--- src/rtl/key_pkg.sv ---
// Shared definitions for the key handling blocks: gesture FSM states,
// the active level of the key and the millisecond divider helper.
package key_pkg;

    typedef enum logic [2:0] {
        IDLE,
        PRESS1,
        WAIT2,
        PRESS2,
        HOLD
    } key_state_t;

    localparam logic KEY_PRESSED = 1'b0;

    function automatic int ms_cycles(input int freq);
        return freq / 1000;
    endfunction

endpackage

--- src/rtl/ms_tick_gen.sv ---
// Millisecond timebase: one-cycle tick on the terminal count of a clock
// divider that restarts whenever clr is asserted.
module ms_tick_gen
    import key_pkg::*;
#(
    parameter int CLK_FREQ_HZ = 50_000_000
) (
    input  logic sys_clk,
    input  logic sys_rst,
    input  logic clr,
    output logic tick
);

    localparam int CYCLES = ms_cycles(CLK_FREQ_HZ);
    localparam int DIV_W  = (CYCLES > 1) ? $clog2(CYCLES) : 1;
    localparam logic [DIV_W-1:0] LAST = DIV_W'(CYCLES - 1);

    if (CYCLES < 1) begin : g_bad_freq
        $fatal(1, "ms_tick_gen: CLK_FREQ_HZ must be at least 1000");
    end

    logic [DIV_W-1:0] div;

    always_ff @(posedge sys_clk or posedge sys_rst) begin
        if (sys_rst) begin
            div <= '0;
        end else if (clr || div == LAST) begin
            div <= '0;
        end else begin
            div <= div + DIV_W'(1);
        end
    end

    assign tick = (div == LAST);

endmodule

--- src/rtl/key_event_decoder.sv ---
// Classifies debounced key activity into short press, double click,
// long press and auto-repeat pulses, all registered and one cycle wide.
module key_event_decoder
    import key_pkg::*;
#(
    parameter int CLK_FREQ_HZ = 50_000_000,
    parameter int LONG_MS     = 1000,
    parameter int DOUBLE_MS   = 300,
    parameter int REPEAT_MS   = 200
) (
    input  logic sys_clk,
    input  logic sys_rst,
    input  logic key_value,
    input  logic key_flag,
    output logic short_press,
    output logic double_click,
    output logic long_press,
    output logic repeat_press,
    output logic busy
);

    localparam int MAX_LD = (LONG_MS > DOUBLE_MS) ? LONG_MS : DOUBLE_MS;
    localparam int MAX_MS = (MAX_LD > REPEAT_MS) ? MAX_LD : REPEAT_MS;
    localparam int CNT_W  = (MAX_MS > 0) ? $clog2(MAX_MS + 1) : 1;

    localparam logic [CNT_W-1:0] LONG_T   = CNT_W'(LONG_MS - 1);
    localparam logic [CNT_W-1:0] DOUBLE_T = CNT_W'(DOUBLE_MS - 1);
    localparam logic [CNT_W-1:0] REPEAT_T = CNT_W'(REPEAT_MS - 1);

    if (LONG_MS < 1 || DOUBLE_MS < 1 || REPEAT_MS < 1) begin : g_bad_ms
        $fatal(1, "key_event_decoder: LONG_MS, DOUBLE_MS and REPEAT_MS must be nonzero");
    end

    key_state_t       state;
    logic [CNT_W-1:0] ms_cnt;
    logic             tick;
    logic             restart;
    logic             press_ev;
    logic             release_ev;
    logic             to_long;
    logic             to_double;
    logic             to_repeat;

    assign press_ev   = key_flag & (key_value == KEY_PRESSED);
    assign release_ev = key_flag & (key_value != KEY_PRESSED);
    assign to_long    = tick && (ms_cnt == LONG_T);
    assign to_double  = tick && (ms_cnt == DOUBLE_T);
    assign to_repeat  = tick && (ms_cnt == REPEAT_T);
    assign busy       = (state != IDLE);

    // Any state change (or a repeat in HOLD) restarts the timebase so each
    // duration is measured from the cycle after the triggering event.
    always_comb begin
        restart = 1'b0;
        unique case (state)
            IDLE:    restart = press_ev;
            PRESS1:  restart = release_ev | to_long;
            WAIT2:   restart = press_ev | to_double;
            PRESS2:  restart = release_ev | to_long;
            HOLD:    restart = release_ev | to_repeat;
            default: restart = 1'b1;
        endcase
    end

    ms_tick_gen #(
        .CLK_FREQ_HZ(CLK_FREQ_HZ)
    ) u_tick (
        .sys_clk(sys_clk),
        .sys_rst(sys_rst),
        .clr    (restart),
        .tick   (tick)
    );

    always_ff @(posedge sys_clk or posedge sys_rst) begin
        if (sys_rst) begin
            ms_cnt <= '0;
        end else if (restart) begin
            ms_cnt <= '0;
        end else if (tick && ms_cnt != {CNT_W{1'b1}}) begin
            ms_cnt <= ms_cnt + CNT_W'(1);
        end
    end

    // Events are tested before timeouts so a coincident event suppresses the pulse.
    always_ff @(posedge sys_clk or posedge sys_rst) begin
        if (sys_rst) begin
            state        <= IDLE;
            short_press  <= 1'b0;
            double_click <= 1'b0;
            long_press   <= 1'b0;
            repeat_press <= 1'b0;
        end else begin
            short_press  <= 1'b0;
            double_click <= 1'b0;
            long_press   <= 1'b0;
            repeat_press <= 1'b0;
            unique case (state)
                IDLE: begin
                    if (press_ev) state <= PRESS1;
                end
                PRESS1: begin
                    if (release_ev) begin
                        state <= WAIT2;
                    end else if (to_long) begin
                        long_press <= 1'b1;
                        state      <= HOLD;
                    end
                end
                WAIT2: begin
                    if (press_ev) begin
                        state <= PRESS2;
                    end else if (to_double) begin
                        short_press <= 1'b1;
                        state       <= IDLE;
                    end
                end
                PRESS2: begin
                    if (release_ev) begin
                        double_click <= 1'b1;
                        state        <= IDLE;
                    end else if (to_long) begin
                        double_click <= 1'b1;
                        state        <= HOLD;
                    end
                end
                HOLD: begin
                    if (release_ev) begin
                        state <= IDLE;
                    end else if (to_repeat) begin
                        repeat_press <= 1'b1;
                    end
                end
                default: state <= IDLE;
            endcase
        end
    end

endmodule

--- config.mk ---
export PLATFORM = sky130hd
export DESIGN_NAME = key_event_decoder
export DESIGN_NICKNAME = d
export VERILOG_FILES = /design/src/rtl/key_pkg.sv /design/src/rtl/ms_tick_gen.sv /design/src/rtl/key_event_decoder.sv
export SDC_FILE = /design/constraint.sdc
export NUM_CORES = 1
export LEC_CHECK = 0
export ABC_AREA = 1
export CORE_MARGIN = 2
export CORE_UTILIZATION = 50
export CTS_CLUSTER_DIAMETER = 120
export DETAILED_ROUTE_END_ITERATION = 8
export PLACE_DENSITY = 0.79
export RECOVER_POWER = 50
export SLEW_MARGIN = 20
export SYNTH_ARGS = -nofsm -noshare
export SYNTH_HDL_FRONTEND = slang
export SYNTH_SLANG_ARGS = --single-unit
--- constraint.sdc ---
create_clock -name sys_clk -period 3.97 [get_ports sys_clk]
set_input_delay 0.397 -clock sys_clk [delete_from_list [all_inputs] [get_ports sys_clk]]
set_output_delay 0.397 -clock sys_clk [all_outputs]
set_load 0.005 [all_outputs]
==> metrics.txt, run 1 <==
CTS tree done; Root Buffer clkbuf_8; peak per-stage delay on the critical path 0.45 ns; Max Buffers Root-to-Sink 2; DR WL/cell 11.8 um; clk sinks 33; Tmin final 1.87 ns; Worst setup SP type flop; slowest cell on the critical path clkdlybuf4s50_1; Reg2Reg Setup Slack 2.12 ns; 1st-iter DRT viols 148; Cells after DPL 322; Post-CTS Setup Inserts 0; hold crit path type flop to flop; Initial Util 0.533; flops & latches, synth 33; synthesis-to-finish area growth 12.3%; Final Non-Filler Cells 330; die width 67.2 um; Required @ worst endpoint 3.57 ns; status finished clean; Setup TNS Final 0 ns; syn_area_per_cell 7.45 sq um; Final Cycle Share 0.472; Pleak 0.998 nW; CP cell instances nor2_1 > nand2_1 > clkdlybuf4s50_1; Antenna Cells 0; Worst Skew 0.0102 ns; Worst EP arrival 1.48 ns; Max FO, Critical Path 5; fin area 0.00224 sq mm; TritonCTS Buffers 5; Synth top area share 0.414; CP Class flop to output pin; routability congestion estimate 0.897; Final #Nets 287; Crit. End Element output pin; Vias 1705; Mapped Cells 268; Port-buffer cells 8; share of layout cells above drive strength 1 0.124; Max-Cap Viols 0; Skew-Pair Late Insertion Delay 0.29 ns; first-pass GRT wire length 6870 um; Syn Nets 274; RSZ-0062 raised after global routing no; Vias/cell 5.17; DRT antenna net count 0; Final Slew Violations 0; pin count of the biggest net entering global routing 20; Hold Path Cell Cnt 1; slew margin rel. 0.485; Worst Max-Slew Pin Slew 0.773 ns; initial antenna violation count 0; peak supply drop 0.000216 V; row cnt 22; Placed Area 0.00211 sq mm; Hold Buf Count CTS 0; floorplan die height 67.2 um; Die Area 0.00451 sq mm; Final setup viols 0; top post-synthesis cells by area dfrtp_1 (41%), nand2_1 (10%), nor2_1 (9.0%), inv_1 (7.0%), xor2_1 (5.7%); cell area after synthesis 0.00200 sq mm; H-Tree Depth 2; Distinct cells, synth 24; Core ar. 0.00374 sq mm; number of global-route vias before repair 1624; Final Hold Fails 0; Synthesis Warnings 0; total gr overflow 0; routed wire length 3900 um; Worst Reg2Reg Path Length in Cells 10; clock-pin slew on the worst setup and hold paths 0.08 ns; Max Freq 534 MHz; CTS resizes 0; Overall Global Routing Usage 0.203; DPL Wire Length 2860 um; drt drc 0; Tot Pwr 963 uW; Yosys top cell by area dfrtp_1; post-synthesis sequential area ratio 0.414; Detailed Routing Iterations Pass 1 5; PD cells 430 mW/mm^2; # IOs 9
worst paths after layout:
check	from	endpoint
min reg2reg	u_tick.div[0]	u_tick.div[0]
max reg2reg	ms_cnt[1]	u_tick.div[1]
min in group asynchronous	sys_rst	short_press
max	state[1]	busy
min	u_tick.div[0]	u_tick.div[0]
max in group asynchronous	sys_rst	u_tick.div[13]
cell families (layout without fill, tap and decap cells):
kind of cell / count (synthesis) / count (layout) / synth area share
buffers and inverters: 44 / 58 / 0.0922
flip-flops: 33 / 33 / 0.414
AO/OA/AOI/OAI: 9 / 9 / 0.0270
adder cells (fa/ha/maj): 2 / 2 / 0.0125
XOR/XNOR: 17 / 17 / 0.0746
AND/OR/NAND/NOR: 163 / 163 / 0.380
metal layers:
layer	routed length (um)	GRT usage	vias up
met5	0	0	-
met4	57	0.0765	0
met3	190	0.0583	5
met2	1900	0.332	38
met1	1750	0.255	803
li1	-	-	859
report_power, final:
group | internal, mW | total (mW) | switching [mW]
combinational | 0.0694 | 0.191 | 0.122
sequential | 0.367 | 0.396 | 0.0292
clock | 0.249 | 0.376 | 0.126
total | 0.686 | 0.963 | 0.277
flip-flops by register name, indices dropped and copies added (netlist names):
| register | flops |
|---|---|
| u_tick.div | 16 |
| ms_cnt | 10 |
| state | 3 |
| double_click | 1 |
| long_press | 1 |
| repeat_press | 1 |
| short_press | 1 |
Yosys cell counts, drive strengths merged:
master  instances
nor3           10
nor4            4
a21o            1
o21ai           5
o311ai          1
nand3          17
o21a            1
ha              2
inv            41
a21oi           1
nand2          58
xor2           13
dfrtp          33
xnor2           4
buf             3
nand4           9
nor2           65
cell usage in the layout, fill, tap and decap left out, drive strengths merged:
| cell type | n |
|---|---|
| o21a | 1 |
| nand2 | 58 |
| dfrtp | 33 |
| inv | 41 |
| nor4 | 4 |
| ha | 2 |
| a21oi | 1 |
| dlygate4sd3 | 2 |
| nor2 | 65 |
| bufinv | 2 |
| clkdlybuf4s50 | 6 |
| o21ai | 5 |
| nand3 | 17 |
| nand4 | 9 |
| clkinv | 1 |
| o311ai | 1 |
| xnor2 | 4 |
| xor2 | 13 |
| a21o | 1 |
| nor3 | 10 |
| clkbuf | 6 |
per-stage QoR:
| stage | hold slack [ns] | util | worst slack (ns) |
|---|---|---|---|
| finish | 0.457 | 0.599 | 2.10 |
| global placement | 0.448 | 0.565 | 2.03 |
| global route | 0.486 | 0.599 | 1.84 |
| floorplan | 0.432 | - | 2.40 |
| detailed placement | 0.452 | 0.565 | 1.96 |
| CTS | 0.461 | 0.600 | 2.10 |
worst max-delay path: cells and delay by family, from the launching register on:
kind                   cells  cell delay (ns)
flip-flops                 1             0.43
buffers and inverters      1             0.45
AND/OR/NAND/NOR            2             0.30
cell type report:
type | count | area (sq um)
clock buffer | 5 | 68.8
clock inverter | 3 | 65.1
fill | 354 | 1500
inverter | 41 | 154
multi-input combinational | 191 | 983
sequential | 33 | 826
tap | 48 | 60.1
timing repair buffer | 9 | 83.8
Note: power is estimated with default switching activity, not from simulation.
==> inputs of run 2 (changes only) <==
- PLACE_DENSITY: 0.79 -> 0.82
- clock period: 3.97 -> 1.57 ns (I/O delays scaled with it)
==> run 2 against run 1 <==
  * The run now ends with setup timing left
  * Largest power group unchanged
  * Global-route usage increased by 3.3 points
  * Power grew to 2.8 times the previous value
  * Flip-flop and latch count unchanged
  * Non-clock buffer count up 50
  * Clock power increased by 73%
  * Sequential share of layout area fell by 7.4 points
  * Clock skew fell by 0.0039 ns
  * Wire length up 56%
  * Largest cell class unchanged
==> metrics.txt, run 2 (synthesized netlist as in run 1, its figures left out) <==
# IOs 9; first-pass GRT wire length 7980 um; floorplan die height 67.2 um; number of global-route vias before repair 1865; Max-Cap Viols 0; CTS tree done; Vias/cell 5.60; commonest non-fill, non-tap cell in the layout nand2_1; highest-count cells in the layout ignoring fill and taps nand2_1 (48), buf_4 (47), nor2_1 (36), inv_1 (35), dfrtp_1 (33); peak supply drop 0.000549 V; clk sinks 33; H-Tree Depth 2; Final Hold Fails 0; initial antenna violation count 0; drt drc 0; CP Class flop to flop; Worst setup SP type flop; share of layout cells above drive strength 1 0.349; Max Freq 552 MHz; Pleak 1.28 nW; DPL Wire Length 3140 um; synthesis-to-finish area growth 40.5%; total gr overflow 0; pin count of the biggest net entering global routing 34; Final #Nets 338; Worst Reg2Reg Path Length in Cells 11; Setup WS post-layout -0.243 ns; violated checks setup timing; Port-buffer cells 8; RSZ-0062 raised after global routing yes; clock-pin slew on the worst setup and hold paths 0.07 ns; Final Cycle Share 1.15; Root Buffer clkbuf_8; Required @ worst endpoint 1.74 ns; Tmin final 1.81 ns; Worst Skew 0.00628 ns; Biggest register u_tick.div; hold crit path type input port to asynchronous set/reset pin; Final Non-Filler Cells 380; Hold WS 0.539 ns; routed wire length 6080 um; Tot Pwr 2.65 mW; Crit. End Element flop; Placed Area 0.00237 sq mm; DR WL/cell 16.0 um; TritonCTS Buffers 5; PD cells 946 mW/mm^2; Vias 2128; Storage cell area 826 sq um; 1st-iter DRT viols 179; final core utilization 0.749; slew margin rel. 0.455; Skew-Pair Late Insertion Delay 0.29 ns; Worst EP arrival 1.99 ns; Overall Global Routing Usage 0.236; filler cell count in the final layout 230; routability congestion estimate 0.883; Hold Buf Count CTS 0; Antenna Cells 0; status complete, but fails checks; row cnt 22; Worst Max-Slew Pin Slew 0.817 ns; Cells after DPL 355; Core ar. 0.00374 sq mm; Die Area 0.00451 sq mm; Multi-input gate area 0.00117 sq mm; Largest register FFs 16; Final Slew Violations 0; Max FO, Critical Path 8; biggest regs u_tick.div (16), ms_cnt (10), state (3); Initial Util 0.533; Detailed Routing Iterations Pass 1 5; die width 67.2 um; fin area 0.00280 sq mm; Final setup viols 29; Max Buffers Root-to-Sink 2; DRT antenna net count 0
run 2: worst paths after layout:
| path | from | endpoint | slack [ns] |
|---|---|---|---|
| max | u_tick.div[11] | u_tick.div[3] | -0.24 |
| min | sys_rst | u_tick.div[7] | 0.54 |
| max reg2reg | u_tick.div[11] | u_tick.div[3] | -0.24 |
| min reg2reg | state[1] | long_press | 0.60 |
| max in group asynchronous | sys_rst | ms_cnt[6] | 0.51 |
| min in group sys_clk | state[1] | long_press | 0.60 |
run 2: area by class of cell:
cell class,count,share of cell area
Clock buffer,7,0.0308
Sequential cell,33,0.295
Timing Repair Buffer,59,0.180
Inverter,41,0.0549
Multi-Input combinational cell,192,0.419
Tap cell,48,0.0214
run 2: worst max-delay path, stage by stage, from the launching register on:
cell,delay (ns)
dfrtp_1,0.45
inv_1,0.13
nand2_1,0.10
nor2_1,0.15
nand2_1,0.12
nor2_4,0.14
nand2_2,0.09
nand2_2,0.09
nand2_4,0.09
nand4_4,0.14
buf_12,0.14
nor2_1,0.04
run 2: repair_timing:
item                                    CTS  global route
resized for setup                        13            35
gates cloned                              1             1
setup buffers                             7             9
endpoints found under the setup margin   27            31
endpoints found under the hold margin     0             0
pin swaps                                 8            20
run 2: power by group:
group	leakage, nW	switching [mW]	internal [mW]
clock	0.0443	0.305	0.347
sequential	0.453	0.0798	0.928
combinational	0.784	0.524	0.469
total	1.28	0.909	1.74
run 2: routing by layer:
metal	global-route usage	up-vias	wire length [um]
li1	-	961	-
met3	0.0567	42	464
met5	0	-	0
met2	0.407	147	2970
met4	0.0867	0	313
met1	0.285	978	2330
run 2: stage by stage:
step,worst slack [ns],TNS (ns)
floorplan,0.00185,0
global placement,-0.0651,-1.15
detailed placement,-0.147,-2.60
CTS,-0.0755,-1.52
global route,-0.360,-7.06
finish,-0.243,-5.59
